<file path="src/rtl/onchip_ram_wb_ctrl.sv">
// -----------------------------------------------------------------------------
// onchip_ram_wb_ctrl
//   Wishbone B3 slave that fronts a single-port synchronous on-chip RAM.
//   Reads are served with one cycle of latency and support incrementing
//   bursts (cti=3'b010), one beat per cycle. Full-word writes go straight to
//   the RAM. Partial writes do a read-modify-write: the old word is read,
//   merged per byte lane and written back. Writes are always single
//   transfers.
//
// Ports
//   inclock      in   system clock, rising edge
//   inaclr_a     in   asynchronous active-high reset
//   wb_adr_i     in   byte address (aw+2 bits, [1:0] ignored)
//   wb_dat_i     in   write data
//   wb_sel_i     in   byte-lane selects
//   wb_we_i      in   write enable
//   wb_cyc_i     in   bus cycle
//   wb_stb_i     in   strobe
//   wb_cti_i     in   cycle type identifier
//   wb_dat_o     out  read data (always the RAM output)
//   wb_ack_o     out  transfer acknowledge
//   ram_address  out  RAM word address
//   ram_data     out  RAM write data
//   ram_we       out  RAM write enable
//   ram_q        in   RAM read data (word addressed at previous edge)
// -----------------------------------------------------------------------------
module onchip_ram_wb_ctrl #(
  parameter int aw = 11,
  parameter int dw = 32
) (
  input  logic          inclock,
  input  logic          inaclr_a,
  input  logic [aw+1:0] wb_adr_i,
  input  logic [dw-1:0] wb_dat_i,
  input  logic [3:0]    wb_sel_i,
  input  logic          wb_we_i,
  input  logic          wb_cyc_i,
  input  logic          wb_stb_i,
  input  logic [2:0]    wb_cti_i,
  output logic [dw-1:0] wb_dat_o,
  output logic          wb_ack_o,
  output logic [aw-1:0] ram_address,
  output logic [dw-1:0] ram_data,
  output logic          ram_we,
  input  logic [dw-1:0] ram_q
);

  localparam int lw = dw / 4;

  typedef enum logic [1:0] {
    IDLE = 2'd0,
    RD   = 2'd1,
    RMW  = 2'd2,
    WACK = 2'd3
  } state_e;

  state_e          state_q, state_d;
  logic [aw-1:0]   wadr_q, wadr_d;
  logic            ack_q, ack_d;
  logic            we_c;
  logic            req;
  logic            full_word;
  logic            burst_go;
  logic [aw-1:0]   adr_word;
  logic [aw-1:0]   wadr_inc;
  logic            unused_adr_lsb;

  // Byte-lane merge: selected lanes from the new word, the rest from the old.
  function automatic logic [dw-1:0] lane_merge(input logic [dw-1:0] old_w,
                                               input logic [dw-1:0] new_w,
                                               input logic [3:0]    sel);
    logic [dw-1:0] m;
    m = old_w;
    for (int i = 0; i < 4; i++) begin
      if (sel[i]) begin
        m[i*lw +: lw] = new_w[i*lw +: lw];
      end else begin
        m[i*lw +: lw] = old_w[i*lw +: lw];
      end
    end
    return m;
  endfunction

  assign adr_word       = wb_adr_i[aw+1:2];
  assign unused_adr_lsb = ^wb_adr_i[1:0];
  assign req            = wb_cyc_i & wb_stb_i;
  assign full_word      = (wb_sel_i == 4'hF);
  assign burst_go       = req & (wb_cti_i == 3'b010);
  // Natural wrap at 2^aw gives the burst wrap-around for free.
  assign wadr_inc       = wadr_q + aw'(1'b1);

  assign wb_dat_o = ram_q;
  assign wb_ack_o = ack_q;
  // Reset also blocks the combinational full-write path out of IDLE.
  assign ram_we   = we_c & ~inaclr_a;

  // State, word-address and acknowledge registers.
  always_ff @(posedge inclock or posedge inaclr_a) begin
    if (inaclr_a) begin
      state_q <= IDLE;
      wadr_q  <= {aw{1'b0}};
      ack_q   <= 1'b0;
    end else begin
      state_q <= state_d;
      wadr_q  <= wadr_d;
      ack_q   <= ack_d;
    end
  end

  // Next-state and word-address update.
  always_comb begin
    state_d = state_q;
    wadr_d  = wadr_q;
    case (state_q)
      IDLE: begin
        if (req) begin
          wadr_d = adr_word;
          if (!wb_we_i) begin
            state_d = RD;
          end else if (full_word) begin
            state_d = WACK;
          end else begin
            state_d = RMW;
          end
        end else begin
          state_d = IDLE;
        end
      end
      RD: begin
        if (burst_go) begin
          state_d = RD;
          wadr_d  = wadr_inc;
        end else begin
          state_d = IDLE;
        end
      end
      RMW:     state_d = WACK;
      WACK:    state_d = IDLE;
      default: state_d = IDLE;
    endcase
    // Ack is high exactly in the RD and WACK states.
    ack_d = (state_d == RD) || (state_d == WACK);
  end

  // RAM-side outputs.
  always_comb begin
    ram_address = wadr_q;
    ram_data    = wb_dat_i;
    we_c        = 1'b0;
    case (state_q)
      IDLE: begin
        ram_address = adr_word;
        if (req & wb_we_i & full_word) begin
          we_c = 1'b1;
        end else begin
          we_c = 1'b0;
        end
      end
      RD: begin
        // Present the next word early so it appears on ram_q with the next ack.
        if (burst_go) begin
          ram_address = wadr_inc;
        end else begin
          ram_address = wadr_q;
        end
      end
      RMW: begin
        ram_data = lane_merge(ram_q, wb_dat_i, wb_sel_i);
        we_c     = 1'b1;
      end
      WACK:    ram_address = wadr_q;
      default: we_c = 1'b0;
    endcase
  end

endmodule

</file>
<file path="config.mk">
export PLATFORM = sky130hd
export DESIGN_NAME = onchip_ram_wb_ctrl
export DESIGN_NICKNAME = d
export VERILOG_FILES = /design/src/rtl/onchip_ram_wb_ctrl.sv
export SDC_FILE = /design/constraint.sdc
export NUM_CORES = 1
export LEC_CHECK = 0
export CORE_UTILIZATION = 32
export DETAILED_ROUTE_END_ITERATION = 8
export MAX_ROUTING_LAYER = met4
export PLACE_DENSITY = 0.84
export SYNTH_ARGS = -nofsm -noshare
export SYNTH_HDL_FRONTEND = slang
export SYNTH_SLANG_ARGS = --single-unit
</file>
<file path="constraint.sdc">
create_clock -name inclock -period 2.1 [get_ports inclock]
set_input_delay 0.315 -clock inclock [delete_from_list [all_inputs] [get_ports inclock]]
set_output_delay 0.315 -clock inclock [all_outputs]
set_load 0.01 [all_outputs]
</file>
==> results_dict.tcl, run 1 <==
set metrics [dict create \
    grt_pass1_vias 2690 \
    synth_flop_cell "dfrtp_1" \
    ys_ff_latch 14 \
    startpoint_type "flop" \
    syn-instance-count 227 \
    drt_pre_antenna_iters 6 \
    antenna_found_initial 0 \
    synth.avg_cell_area_um2 8.30 \
    power_density_nw_per_um2 905 \
    total_power_w 0.00352 \
    synth_fp_nets 317 \
    synth.yosys.warnings 0 \
    crit_required_ns 1.78 \
    gp_congestion 0.952 \
    ff2ff_path_depth 5 \
    critPathCaptureType "output port" \
    finClkSkew_ns 0.00387 \
    die-width_um 78.7 \
    tns_ns -0.309 \
    max_freq_ghz 0.445 \
    worstMarginPinSlew_ns 0.565 \
    synth.distinct_cells 51 \
    cts_tree "yes" \
    finalNetCount 493 \
    start_util 0.338 \
    core_area_um2 5570 \
    grt_use_total 0.270 \
    grt_max_degree 22 \
    place.port_buffers 163 \
    drive_gt1_frac 0.332 \
    mostFrequentLayoutCells "clkdlybuf4s50_1, buf_4, mux2_2, dlygate4sd2_1" \
    cp_data_arrival_time_ns 1.93 \
    cts_root_buf "clkbuf_8" \
    netlist_area_um2 1880 \
    drt_drc_violations_left 0 \
    ir_worst_vdd_v 0.000626 \
    hp-class "input port to async pin" \
    clock_path_buffers 2 \
    setup_viol 3 \
    ant_nets 0 \
    drt_iter0_markers 228 \
    die_y_um 78.7 \
    hpwl_um 6520 \
    diodes 0 \
    clock-sinks 14 \
    status "finished with violations" \
    final_common_cell "clkdlybuf4s50_1" \
    avgRoutedWirePerCell_um 17.8 \
    leakage_nw 1.61 \
    grt-ovfl-total 0 \
    finalCriticalPeriod_ns 2.25 \
    cap_violations 0 \
    vias 2608 \
    violations "setup timing" \
    finalCritPeriodShare 1.07 \
    synth-async-reset-ratio 1.00 \
    slew_viol_final 0 \
    grt_setup_unrepaired "true" \
    final.setup.worst_slack_ns -0.147 \
    cts_max_level 1 \
    yosysSeqAreaShare 0.186 \
    ioPinCount 166 \
    path_max_fanout 3 \
    viasPerCell 5.51 \
    max_slew_margin 0.623 \
    report.final.hold_viol_count 0 \
    clock_latency_ns 0.25 \
    cts.clk_slew.worst_paths_ns 0.06 \
    wirelength_um 8410 \
    fp-row-count 27 \
    synthToLayoutAreaGrowth_pct 107 \
    criticalPathCategory "flop to output port" \
    synth-edff-count 0 \
    die_area_um2 6200 \
    cts_inserted_buffers 3 \
    grt_pass1_wl_um 12700 \
]
-- worst max-delay path, stage by stage (launching register included) --
cell and delay, ns:
dfrtp_1 0.38, ha_2 0.22, and4_4 0.25, nand4_4 0.11
or3_4 0.35, a32o_1 0.25, buf_2 0.13
-- per-layer routing --
layer  share of wire  wire length [um]  GRT usage
met1            0.39              3290      0.309
met2            0.52              4340      0.481
met3           0.069               582     0.0425
met4           0.024               198     0.0833
met5               0                 0          -
-- sequential cells by signal (all words and copies together) (netlist names) --
register and count:
wadr_q 11, state_q 2, wb_ack_o 1
-- power by group --
| part | leakage [nW] | switching [W] | internal, W | total (W) |
|---|---|---|---|---|
| sequential | 0.159 | 0.000129 | 0.000399 | 0.000528 |
| clock | 0.0216 | 0.0000999 | 0.000127 | 0.000227 |
| combinational | 1.43 | 0.00132 | 0.00144 | 0.00276 |
-- cells by family (layout without fill, tap and decap cells) --
group	after synthesis	count (layout)	synth area share
AO/OA/AOI/OAI	61	61	0.237
AND/OR/NAND/NOR	66	66	0.200
multiplexers	33	33	0.197
flip-flops	14	14	0.186
buffers and inverters	52	226	0.174
adder cells (fa/ha/maj)	1	1	0.00664
-- through the flow --
stage | util | cells | hold slack, ns | cell area (um2) | setup slack (ns)
after global placement | 0.662 | 463 | 0.543 | 3690 | -0.578
final | 0.698 | 473 | 0.550 | 3890 | -0.147
after floorplan | - | 227 | 0.204 | 1880 | 0.143
after CTS | 0.687 | 472 | 0.560 | 3830 | -0.133
after global routing | 0.698 | 473 | 0.616 | 3890 | -0.198
after detailed placement | 0.662 | 463 | 0.571 | 3690 | -0.664
-- final cells by class --
cell class              count  area [um2]
clock buffers               3        41.3
well taps                  72        90.1
inverters                   6        22.5
multi-input cells         161        1370
fillers                   432        1690
flip-flops and latches     14         352
repair buffers            217        2020
-- synthesized netlist by cell type, types with 3 or more instances --
cell,instances,area [um2]
mux2_2,32,360
nand2_1,11,41.3
a21oi_1,15,75.1
nand3_1,7,35.0
buf_4,32,240
clkbuf_1,8,30.0
o22a_1,9,78.8
nor2_1,14,52.6
buf_2,4,20.0
and3_1,5,31.3
a2bb2oi_1,4,35.0
nor2_2,4,25.0
and4_1,3,26.3
nand4_1,4,25.0
nor3_1,5,25.0
inv_1,4,15.0
a31oi_1,4,25.0
o22ai_1,7,43.8
dfrtp_1,14,350
-- timing repair --
item                                    4_1_cts  5_1_grt
hold buffers                                  0        0
pin swaps                                    17       10
buffers inserted                              6        1
endpoints found under the setup margin       44       22
gates resized for setup                     110       30
-- path summary, 6_finish.rpt --
kind	start	to	slack [ns]
setup / recovery	wadr_q[0]	ram_address[10]	-0.15
setup reg to reg	state_q[1]	wadr_q[8]	0.31
hold reg to reg	wadr_q[10]	wadr_q[10]	0.60
min in group inclock	wadr_q[10]	wadr_q[10]	0.60
hold / removal	inaclr_a	wadr_q[4]	0.55
max in group asynchronous	inaclr_a	state_q[1]	1.15
(Power assumes the default switching activity.)
==> run 2, diff against run 1 <==
--- a/config.mk
+++ b/config.mk
@@ -5,6 +5,7 @@
 export SDC_FILE = /design/constraint.sdc
 export NUM_CORES = 1
 export LEC_CHECK = 0
+export CORE_MARGIN = 1.5
 export CORE_UTILIZATION = 32
 export DETAILED_ROUTE_END_ITERATION = 8
 export MAX_ROUTING_LAYER = met4
==> results_dict.tcl, run 2 (synthesized netlist as in run 1, its figures left out) <==
set metrics [dict create \
    power_density_nw_per_um2 915 \
    grt_pass1_wl_um 12700 \
    hp-class "input port to async pin" \
    largest_reg_flops 11 \
    tns_ns -0.195 \
    fp-row-count 27 \
    die-width_um 79.7 \
    synthToLayoutAreaGrowth_pct 107 \
    clock_path_buffers 2 \
    switching_share 0.429 \
    combPwrFrac 0.776 \
    antenna_found_initial 0 \
    ir_worst_vdd_v 0.000614 \
    clock_latency_ns 0.25 \
    startpoint_type "flop" \
    final_common_cell "clkdlybuf4s50_1" \
    ant_nets 0 \
    cts_inserted_buffers 3 \
    ff2ff_path_depth 4 \
    violations "setup timing" \
    cts.clk_slew.worst_paths_ns 0.06 \
    vias 2540 \
    largest-register "wadr_q" \
    finClkSkew_ns 0.00362 \
    start_util 0.336 \
    die_area_um2 6350 \
    worstMarginPinSlew_ns 0.601 \
    viasPerCell 5.37 \
    wirelength_um 8310 \
    grt-ovfl-total 0 \
    criticalPathCategory "flop to output port" \
    p_seq_frac 0.148 \
    setup_viol 2 \
    rr_startpoint "state_q[1]" \
    critPathCaptureType "output port" \
    multi_input_area_um2 1370 \
    slew_viol_final 0 \
    mostFrequentLayoutCells "clkdlybuf4s50_1, buf_4, mux2_2, dlygate4sd2_1" \
    drt_pre_antenna_iters 4 \
    diodes 0 \
    grt_max_degree 20 \
    drive_gt1_frac 0.344 \
    clockPowerShare 0.076 \
    path_max_fanout 2 \
    max_slew_margin 0.599 \
    core_area_um2 5610 \
    place.port_buffers 163 \
    rrSetupSlack_ns 0.37 \
    ioPinCount 166 \
    p_sw_w 0.00153 \
    gp_congestion 0.941 \
    finalCriticalPeriod_ns 2.20 \
    hpwl_um 6580 \
    finalCritPeriodShare 1.05 \
    max_freq_ghz 0.454 \
    final.setup.worst_slack_ns -0.105 \
    grt_setup_unrepaired "true" \
    cts_root_buf "clkbuf_8" \
    cts_max_level 1 \
    cts_tree "yes" \
    fill_cells 468 \
    report.final.hold_viol_count 0 \
    grt_use_total 0.263 \
    r2r-end "wadr_q[8]" \
    clock-sinks 14 \
    p_int_w 0.00204 \
    utilization 0.696 \
    drt_drc_violations_left 0 \
    finalNetCount 492 \
    die_y_um 79.7 \
    avgRoutedWirePerCell_um 17.6 \
    grt_pass1_vias 2640 \
    status "finished with violations" \
    leakage_nw 1.61 \
    crit_required_ns 1.78 \
    cp_data_arrival_time_ns 1.89 \
    drt_iter0_markers 159 \
    regArea_um2 352 \
    cap_violations 0 \
]
run 2: cell types whose count changed in the layout (fill, tap and decap cells not counted), moves of 3 or more:
cell,previous run,this run
buf_6,11,7
buf_2,5,8
nand3_2,0,3
dlygate4sd2_1,29,22
clkdlybuf4s15_1,7,14
clkbuf_2,7,4
run 2: worst max-delay path by stage:
| stage | cells past startpoint | from | end |
|---|---|---|---|
| final | 6 | wadr_q[1] | ram_address[10] |
| after detailed placement | 6 | wb_cti_i[0] | ram_address[6] |
| after global placement | 6 | wb_cti_i[0] | ram_address[10] |
| after CTS | 6 | wadr_q[1] | ram_address[10] |
| after floorplan | 5 | wadr_q[0] | ram_address[10] |
| after global routing | 6 | wadr_q[1] | ram_address[10] |
run 2: final cells by class:
class | count | share of cell area
timing repair buffer | 216 | 0.516
multi-input combinational | 161 | 0.351
sequential | 14 | 0.0901
tap | 72 | 0.0231
clock buffer | 4 | 0.0141
inverter | 6 | 0.00577
run 2: timing repair:
| action | in CTS | in global routing |
|---|---|---|
| setup buffers | 5 | 1 |
| hold buffers | 0 | 0 |
| endpoints found under the setup margin | 44 | 26 |
| gates cloned | 0 | 0 |
| resized for setup | 113 | 38 |
| pin swaps | 8 | 8 |
run 2: layer usage:
layer / vias up / part of all wire / global-route usage
met1: 1206 / 0.40 / 0.304
met3: 16 / 0.069 / 0.0503
met2: 132 / 0.51 / 0.471
met4: 0 / 0.016 / 0.0526
li1: 1186 / - / -
met5: - / 0 / -
run 2: critical path, stage by stage (launching register included):
cell and delay [ns]:
dfrtp_1 0.35, ha_2 0.19, and4_4 0.25, nand4_4 0.10, or3_4 0.35, a32o_1 0.27, buf_2 0.14
run 2: metrics by stage:
step / power, W / instance area, um2 / std cells / hold slack (ns) / setup WS, ns
after global placement: 0.00312 / 3700 / 463 / 0.547 / -0.593
after floorplan: 0.00180 / 1880 / 227 / 0.204 / 0.143
final: 0.00357 / 3900 / 473 / 0.548 / -0.105
after detailed placement: 0.00317 / 3700 / 463 / 0.580 / -0.647
after global routing: 0.00380 / 3900 / 473 / 0.591 / -0.165
after CTS: 0.00344 / 3820 / 472 / 0.542 / -0.114
run 2: power groups by stage:
stage / clock network (W) / logic [W] / registers, W
floorplan: 0 / 0.00130 / 0.000505
global placement: 0 / 0.00261 / 0.000508
detailed placement: 0 / 0.00265 / 0.000518
CTS: 0.000279 / 0.00265 / 0.000518
global route: 0.000292 / 0.00297 / 0.000543
finish: 0.000271 / 0.00277 / 0.000529
==> run 3, diff against run 2 <==
--- a/config.mk
+++ b/config.mk
@@ -10,6 +10,7 @@
 export DETAILED_ROUTE_END_ITERATION = 8
 export MAX_ROUTING_LAYER = met4
 export PLACE_DENSITY = 0.84
+export SKIP_LAST_GASP = 1
 export SYNTH_ARGS = -nofsm -noshare
 export SYNTH_HDL_FRONTEND = slang
 export SYNTH_SLANG_ARGS = --single-unit
==> results_dict.tcl, run 3 (synthesized netlist as in run 1, its figures left out) <==
set metrics [dict create \
    wl_met3_um 468 \
    die_y_um 79.7 \
    final.setup.worst_slack_ns -0.112 \
    cap_violations 0 \
    finClkSkew_ns 0.00304 \
    critPathCaptureType "output port" \
    layout.cells.non_filler 473 \
    criticalPathCategory "flop to output port" \
    die-width_um 79.7 \
    leakage_nw 1.64 \
    setup_viol 2 \
    grt_use_total 0.263 \
    path_max_fanout 2 \
    combPwrFrac 0.775 \
    clockPowerShare 0.076 \
    drt_pre_antenna_iters 4 \
    mostFrequentLayoutCells "clkdlybuf4s50_1, buf_4, mux2_2, dlygate4sd2_1" \
    antenna_found_initial 0 \
    hpwl_um 6580 \
    cts_tree "yes" \
    grt_pass1_vias 2625 \
    max_freq_ghz 0.452 \
    largest_reg_flops 11 \
    core_area_um2 5610 \
    max_slew_margin 0.595 \
    finalCriticalPeriod_ns 2.21 \
    worstMarginPinSlew_ns 0.607 \
    cp_data_arrival_time_ns 1.90 \
    clock_latency_ns 0.25 \
    finalCritPeriodShare 1.05 \
    ant_nets 0 \
    p_sw_w 0.00154 \
    cts_hold_buffers 0 \
    drt_iter0_markers 171 \
    switching_share 0.429 \
    dp_worst_setup_slack_ns -0.647 \
    synthToLayoutAreaGrowth_pct 108 \
    ioPinCount 166 \
    vias 2519 \
    largest-register "wadr_q" \
    report.final.hold_viol_count 0 \
    p_seq_frac 0.148 \
    violations "setup timing" \
    slew_viol_final 0 \
    clock_path_buffers 2 \
    tns_ns -0.206 \
    dr_wl_met2_um 4300 \
    status "finished with violations" \
    grt-ovfl-total 0 \
    drt_drc_violations_left 0 \
    viasPerCell 5.33 \
    diodes 0 \
    final_common_cell "clkdlybuf4s50_1" \
    grt_pass1_wl_um 12800 \
    crit_required_ns 1.78 \
    total_power_w 0.00358 \
    start_util 0.336 \
    wirelength_um 8270 \
    grt_setup_unrepaired "true" \
    gp_congestion 0.941 \
    hp-class "input port to async pin" \
    place.port_buffers 163 \
    fp-row-count 27 \
    cts.clk_slew.worst_paths_ns 0.06 \
    cts_inserted_buffers 3 \
    drive_gt1_frac 0.342 \
    power_density_nw_per_um2 915 \
    dp_cells 463 \
    die_area_um2 6350 \
    top_layer "met4" \
    ir_worst_vdd_v 0.000617 \
    utilization 0.698 \
    clock-sinks 14 \
    grt_max_degree 20 \
    startpoint_type "flop" \
    p_int_w 0.00205 \
    cts_root_buf "clkbuf_8" \
    cts_max_level 1 \
    avgRoutedWirePerCell_um 17.5 \
    wl_met1_um 3400 \
    finalNetCount 492 \
]
## run 3: changes by cell type in the layout (fill, tap and decap cells not counted)
cell / previous run / this run
dlygate4sd2_1: 22 / 18
buf_2: 8 / 7
nand3_2: 3 / 2
nand3_1: 4 / 5
dlymetal6s2s_1: 1 / 5
clkbuf_2: 4 / 5
## run 3: final cells by class
| class | count | area, um2 |
|---|---|---|
| well taps | 72 | 90.1 |
| fillers | 466 | 1690 |
| clock buffers | 4 | 55.1 |
| repair buffers | 216 | 2030 |
| flip-flops and latches | 14 | 352 |
| inverters | 6 | 22.5 |
| multi-input cells | 161 | 1360 |
## run 3: worst max-delay path, stage by stage (launching register included)
cell and delay, ns:
dfrtp_1 0.35, ha_2 0.20, and4_4 0.25, nand4_4 0.10, or3_4 0.35, a32o_1 0.26, buf_2 0.13
## run 3: power groups by stage
stage                     Combinational, W  Sequential [W]  Clock [W]
after floorplan                    0.00130        0.000505          0
after global placement             0.00261        0.000508          0
after detailed placement           0.00265        0.000518          0
after CTS                          0.00265        0.000518   0.000279
after global routing               0.00297        0.000544   0.000292
final                              0.00278        0.000531   0.000273
## run 3: metrics by stage
stage,area [um2],hold slack [ns]
final,3910,0.526
after global routing,3910,0.591
after CTS,3820,0.542
after detailed placement,3700,0.580
after global placement,3700,0.547
after floorplan,1880,0.204
## run 3: routing by layer
layer | global-route usage | vias up
met3 | 0.0457 | 10
met2 | 0.472 | 118
met5 | - | -
li1 | - | 1185
met1 | 0.308 | 1206
met4 | 0.0474 | 0
## run 3: path summary, 6_finish.rpt
path                             from         endpoint  slack (ns)  cells past startpoint
max                         wadr_q[1]  ram_address[10]       -0.11                      6
min                          inaclr_a        wadr_q[6]        0.53                      2
max reg2reg                state_q[1]        wadr_q[8]        0.42                      4
min reg2reg                wadr_q[10]       wadr_q[10]        0.59                      1
max in group asynchronous    inaclr_a       state_q[1]        1.15                      2
min in group inclock       wadr_q[10]       wadr_q[10]        0.59                      1
## run 3: what timing repair did
| item | 4_1_cts | 5_1_grt |
|---|---|---|
| cloned | 0 | 0 |
| resized for setup | 106 | 43 |
| setup endpoints to repair | 44 | 30 |
| setup buffers | 5 | 1 |
| pin swaps | 7 | 7 |
